===== config.mk =====
export PLATFORM = sky130hd
export DESIGN_NAME = ai_wb_sequencer
export DESIGN_NICKNAME = d
export VERILOG_FILES = /design/src/rtl/ai_wb_sequencer.sv
export SDC_FILE = /design/constraint.sdc
export NUM_CORES = 1
export LEC_CHECK = 0
export ABC_AREA = 1
export BUFFER_PORTS_ARGS = -buffer_cell sky130_fd_sc_hd__clkbuf_2
export CORE_MARGIN = 5
export CORE_UTILIZATION = 35
export DETAILED_ROUTE_END_ITERATION = 8
export PLACE_DENSITY = 0.68
export SLEW_MARGIN = 25
export SYNTH_ARGS = -nofsm -noshare
export SYNTH_HDL_FRONTEND = slang
export SYNTH_SLANG_ARGS = --single-unit

===== constraint.sdc =====
create_clock -name clk -period 1.99 [get_ports clk]
set_clock_uncertainty 0.1 [all_clocks]
set_input_delay 0.398 -clock clk [delete_from_list [all_inputs] [get_ports clk]]
set_output_delay 0.398 -clock clk [all_outputs]
set_load 0.01 [all_outputs]

===== src/rtl/ai_wb_sequencer.sv =====
// ai_wb_sequencer: streams layer weight/bias words from memory to the datapath, one word per read/capture/offer cycle.
// Ports: clk, rst (async, active-high); start/abort control a pass; busy/done report it;
// mem_ren/mem_addr/mem_rdata read memory (data one cycle after ren);
// wb_valid/wb_ready handshake wb_data/wb_layer/wb_index; stall_cnt counts stalled offer cycles.
// Optional: define AI_WB_SEQ_STALL_CNT_EN to build the stall counter; otherwise stall_cnt is tied to 0.
module ai_wb_sequencer #(
  parameter int L0_LEN = 64,
  parameter int L1_LEN = 512,
  parameter int L2_LEN = 512,
  parameter int L3_LEN = 16,
  parameter int ADDR_W = 12
) (
  input  logic              clk,
  input  logic              rst,
  input  logic              start,
  input  logic              abort,
  output logic              busy,
  output logic              done,
  output logic              mem_ren,
  output logic [ADDR_W-1:0] mem_addr,
  input  logic [3:0]        mem_rdata,
  output logic              wb_valid,
  input  logic              wb_ready,
  output logic [3:0]        wb_data,
  output logic [1:0]        wb_layer,
  output logic [9:0]        wb_index,
  output logic [15:0]       stall_cnt
);
  localparam logic [2:0] IDLE = 3'd0, READ = 3'd1, CAPT = 3'd2, OUT = 3'd3, DONE = 3'd4;
  function automatic int len(input int l);
    return l == 0 ? L0_LEN : l == 1 ? L1_LEN : l == 2 ? L2_LEN : L3_LEN;
  endfunction
  // First layer at or after l with a nonzero length; 4 means none remain.
  function automatic int next_nz(input int l);
    int r;
    r = 4;
    for (int i = 3; i >= 0; i--) if (i >= l && len(i) != 0) r = i;
    return r;
  endfunction
  localparam int FIRST = next_nz(0);
  logic [2:0] state;
  logic [1:0] layer;
  logic [9:0] index;
  logic [ADDR_W-1:0] addr;
  logic last_idx;
  int nxt;
  assign nxt = next_nz(int'(layer) + 1);
  assign last_idx = int'(index) == len(int'(layer)) - 1;
  assign busy = state == READ || state == CAPT || state == OUT;
  assign done = state == DONE;
  assign mem_ren = state == READ;
  assign wb_valid = state == OUT;
  assign mem_addr = addr;
  assign wb_layer = layer;
  assign wb_index = index;
  always_ff @(posedge clk or posedge rst) begin
    if (rst) begin
      state <= IDLE;
      layer <= '0;
      index <= '0;
      addr <= '0;
      wb_data <= '0;
    end else if (state != IDLE && abort) begin
      state <= IDLE;
    end else begin
      case (state)
        IDLE: if (start) begin
          state <= FIRST == 4 ? DONE : READ;
          layer <= 2'(FIRST);
          index <= '0;
          addr <= '0;
        end
        READ: state <= CAPT;
        CAPT: begin
          wb_data <= mem_rdata;
          state <= OUT;
        end
        OUT: if (wb_ready) begin
          addr <= addr + 1'b1;
          index <= last_idx ? '0 : index + 1'b1;
          layer <= last_idx ? 2'(nxt) : layer;
          state <= last_idx && nxt == 4 ? DONE : READ;
        end
        default: state <= IDLE;
      endcase
    end
  end
`ifdef AI_WB_SEQ_STALL_CNT_EN
  always_ff @(posedge clk or posedge rst) begin
    if (rst) stall_cnt <= '0;
    else if (state == IDLE && start) stall_cnt <= '0;
    else if (wb_valid && !wb_ready && stall_cnt != 16'hFFFF) stall_cnt <= stall_cnt + 1'b1;
  end
`else
  assign stall_cnt = '0;
`endif
endmodule


==> Word-level counts from Yosys, hierarchy flattened <==
Cells that the tools add are included.
{ "word_totals": {"word_cells": 62, "output_inout_bits": 48, "input_bits": 9, "regBits": 31} }
{ "classes": {"magnitude_cmp": 4, "n_mux": 23, "n_eq_ne": 13, "addsub": 4, "n_bitwise": 1, "n_reduce_logical": 12} }
{ "op_table": {"columns": ["op", "count"], "rows": [
  ["$mux W10", 6],
  ["$mux W12", 2],
  ["$mux W3", 8],
  ["$pmux W12 S2", 1],
  ["$pmux W10 S2", 1],
  ["$add A12 B1 Y12 const B", 1],
  ["$pmux W3 S4", 1],
  ["$eq A11 B11 Y1", 1],
  ["$sub A10 B1 Y11 const B", 1],
  ["$add A10 B1 Y10 const B", 1],
  ["$eq A3 B2 Y1 const B", 2],
  ["$eq A3 B3 Y1 const B", 2],
  ["$ge A1 B3 Y1 const A", 2],
  ["$ge A2 B3 Y1 const A", 2],
  ["$mux W2", 3],
  ["$reduce_and A5 Y1", 1],
  ["$eq A2 B2 Y1 const B", 2],
  ["$ne A2 B1 Y1 const B", 2],
  ["$pmux W2 S2", 1],
  ["$reduce_and A2 Y1", 2],
  ["$reduce_and A4 Y1", 1],
  ["$add A2 B1 Y3 const B", 1],
  ["$eq A3 B1 Y1 const B", 1],
  ["$logic_not A3 Y1", 1],
  ["9 further kinds", 11]
]} }

==> Logic depth before layout (Yosys ltp) <==
{ "logic_depth": {"word_depth": 12, "depth_mapped": 11, "ltp_nobuf": 10} }

==> Worst setup path before layout <==
Ideal clock, no wire load.
{ "synth_timing": {"path_kind": "reg2reg", "startpoint": "reg index[0] (netlist: wb_index[0])", "endpoint": "reg layer[0] (netlist: wb_layer[0])", "path_buffers": 0, "synth_period_minus_slack_ns": 1.596, "required_ns": 1.769, "t_arrival_ns": 1.376, "path_stages_with_launch": 11, "setup_ns": 0.121, "slack_ns": 0.394, "path_cell_list": "dfrtp_1 ha_1 nand3_1 inv_1 nand2_1 nor2_1 nand2_2 nand2_1 nand2_2 nand2_1 o21ai_1"} }
{ "synth_via": {"elab_chain_cells": 3} }
{ "synth_lines": {"columns": ["item", "line_no", "source"], "rows": [
  ["start, declared", "43", "logic [9:0] index;"],
  ["start signal, assigned", "80", "index <= last_idx ? '0 : index + 1'b1;"],
  ["$eq A11 B11 Y1", "48", "assign last_idx = int'(index) == len(int'(layer)) - 1;"],
  ["$ne A2 B1 Y1 (no source line)", null, null],
  ["$reduce_and A5 Y1 (no source line)", null, null],
  ["end signal, assigned", "69", "layer <= 2'(FIRST);"],
  ["end signal, assigned", "81", "layer <= last_idx ? 2'(nxt) : layer;"],
  ["end, declared", "42", "logic [1:0] layer;"]
]} }
Every way passes these cells.
A chain may end at the register's enable or synchronous reset.

==> Worst setup path after layout <==
{ "layout_timing": {"startpoint": "reg state[2]", "endpoint": "out wb_valid"} }
{ "layout_via": {"elab_chain_cells": 1} }
{ "layout_lines": {"columns": ["item", "line_no", "source"], "rows": [
  ["start, declared", "41", "logic [2:0] state;"],
  ["start signal, assigned", "68", "state <= FIRST == 4 ? DONE : READ;"],
  ["start signal, assigned", "82", "state <= last_idx && nxt == 4 ? DONE : READ;"],
  ["$eq A3 B2 Y1", "52", "assign wb_valid = state == OUT;"],
  ["end, declared", "22", "output logic wb_valid,"]
]} }
Every way passes these cells.

==> impl_metrics.tcl <==
set metrics [dict create \
    antenna_found_initial 0 \
    synth-edff-count 0 \
    critical_path.top_delay_family "buffers and inverters" \
    num_vias 1778 \
    ys_types 29 \
    die_area_um2 7430 \
    status "finished clean" \
    period_needed_ns 1.77 \
    rsz0062_at_grt "no" \
    wl_per_cell_um 12.0 \
    synthFlopType "dfrtp_1" \
    drt-initial-drc-count 87 \
    root_buffer "clkbuf_8" \
    firstDrtPassIters 4 \
    dpl.cell_count 371 \
    htree_num_levels 2 \
    synth.top_cells.by_area "dfrtp_1 38%, nand2_1 12%, nand3_1 5.9%" \
    coreArea_um2 5570 \
    setup_viol 0 \
    seq_area_frac_synth_pct 38.2 \
    clk_pin_slew_ns 0.07 \
    min_period_over_period_pct 88.9 \
    hold_viol 0 \
    yosysMostFrequentCell "nand2_1" \
    synthTopCellsByCount "64 x nand2_1, 31 x dfrtp_1, 30 x inv_1" \
    cp.buffers_inverters 3 \
    slowest_stage "dfrtp_1" \
    cts_setup_buffers 0 \
    path_cells "inv_2, nand3_1, inv_1, clkbuf_2" \
    grt_pass1_vias 1656 \
    ys_ff_latch 31 \
    ant_nets 0 \
    grt_pass1_wl_um 7770 \
    syn_avg_cell_area_um2 7.75 \
    max_cap_viol_count 0 \
    leakage_nw 1.19 \
    io_pins 57 \
    grt_max_degree 32 \
    cp.required_ns 1.49 \
    finish.utilization_pct 41.6 \
    io_buffers 40 \
    max_stage_delay_ns 0.38 \
    setup.worst_path.end_class "primary output" \
    powerDensity_nw_per_um2 938 \
    synth_top_area_share_pct 38.2 \
    setup.worst_path.start_class "register" \
    clk_latency_ns 0.29 \
    holdBufCountCts 0 \
    synth_area_um2 2030 \
    clockBufferDepth 2 \
    syn2layout_area_growth_pct 14.1 \
    numCtsBuffers 5 \
    fp.dieW_um 86.2 \
    antenna_cells 0 \
    whs_ns 0.0655 \
    wl_um 4540 \
    grt_overflow_total 0 \
    cp_max_fo 6 \
    vias_per_cell 4.69 \
    dp_hpwl_um 3440 \
    die_h_um 86.2 \
    path_class "reg2out" \
    cts_sinks 31 \
    track_usage_pct 13.0 \
    critPathArrivalTime_ns 1.27 \
    maxSlewViolCount 0 \
    cts_resized 0 \
    fmax_ghz 0.565 \
    syn_inst 262 \
    synth_area_leader_cell "dfrtp_1" \
    fin_cells 379 \
    gp_congestion 0.807 \
    rows 27 \
    peakVddDrop_mv 0.364 \
    tritoncts "yes" \
    layout-drive-gt1-share_pct 24.4 \
    initial_core_util_pct 36.4 \
    synth_warnings 0 \
    fin_setup_tns_ns 0 \
    route.detailed.drc 0 \
    async_flop_share_pct 100 \
    hold_path.class "in2async" \
    layout.nets 319 \
]
[power breakdown]
part	internal, W	switching, W
Sequential	0.000730	0.000111
Clock	0.000315	0.000250
Combinational	0.000277	0.000492
Total	0.00132	0.000853
[cells by family (layout without fill, tap and decap cells)]
kind of cell | count (synthesis) | in the layout | share of synthesized area [%]
AND/OR/NAND/NOR | 131 | 131 | 29.7
buffers and inverters | 54 | 84 | 15.5
AO/OA/AOI/OAI | 31 | 31 | 9.12
flip-flops | 31 | 31 | 38.2
XOR/XNOR | 5 | 5 | 2.16
multiplexers | 5 | 5 | 2.71
adder cells (fa/ha/maj) | 4 | 4 | 2.46
other | 1 | 16 | 0.185
[layer usage]
| layer | global-route usage, % | routed length (um) | up-vias |
|---|---|---|---|
| met5 | 0 | 0 | - |
| met4 | 4.53 | 53 | 0 |
| met3 | 4.09 | 281 | 8 |
| met2 | 19.6 | 2100 | 52 |
| met1 | 17.5 | 2100 | 808 |
| li1 | - | - | 910 |
[final cells by class]
class,count,area [um^2]
Fill cell,597,3260
Sequential cell,31,776
Timing Repair Buffer,44,230
Multi-Input combinational cell,192,997
Clock buffer,7,96.3
Tap cell,72,90.1
Inverter,32,120
Clock inverter,1,7.51
[sequential cells by signal, indices dropped and copies added, names as in the netlist]
register and cells:
mem_addr 12, state 3, wb_layer 2, wb_index 10
wb_data 4
[per-stage QoR]
stage	area [um^2]	setup WS, ns	power, W
floorplan	2090	0.394	0.00148
global placement	2210	0.252	0.00161
detailed placement	2210	0.241	0.00163
CTS	2320	0.197	0.00220
global route	2320	0.0455	0.00234
finish	2320	0.221	0.00217
[worst paths after layout]
kind / start / endpoint / slack, ns / cells after the start
worst min register to register: wb_data[3] / wb_data[3] / 0.41 / 1
worst max-delay path: state[2] / wb_valid / 0.22 / 4
max in group asynchronous: rst / mem_addr[10] / 1.42 / 3
min in group clk: mem_rdata[1] / wb_data[1] / 0.24 / 2
worst max register to register: wb_index[0] / wb_layer[0] / 0.24 / 10
worst min-delay path: rst / wb_index[6] / 0.07 / 3
[worst register-to-register path, cell delays in order (launching register included)]
cell,delay [ns]
dfrtp_1,0.42
ha_1,0.21
nand3_1,0.16
inv_1,0.11
nand2_1,0.05
nor2_1,0.14
nand2_2,0.15
nand2_1,0.11
nand2_2,0.08
nand2_1,0.07
o21ai_1,0.05
[layout by cell type (no fill, tap or decap)]
cell type	synthesis	routed
clkbuf_2	0	40
o21ai_2	7	7
a21oi_1	5	5
mux2_2	4	4
o21ai_0	15	15
xor2_1	5	5
or2_2	1	1
mux2i_1	1	1
inv_1	30	30
a31o_2	1	1
o21ai_1	3	3
nor2_4	2	2
nand2_4	2	2
nor2_1	18	18
nand2_1	64	64
nand3_1	24	24
nor2_2	1	1
nand3b_1	2	2
clkbuf_8	0	7
clkinvlp_4	0	1
inv_2	2	2
dfrtp_1	31	31
nor3_1	3	3
nand4_1	11	11
buf_4	16	4
nand2_2	3	3
ha_1	4	4
conb_1	1	16
Power figures use the tool's default switching activity.
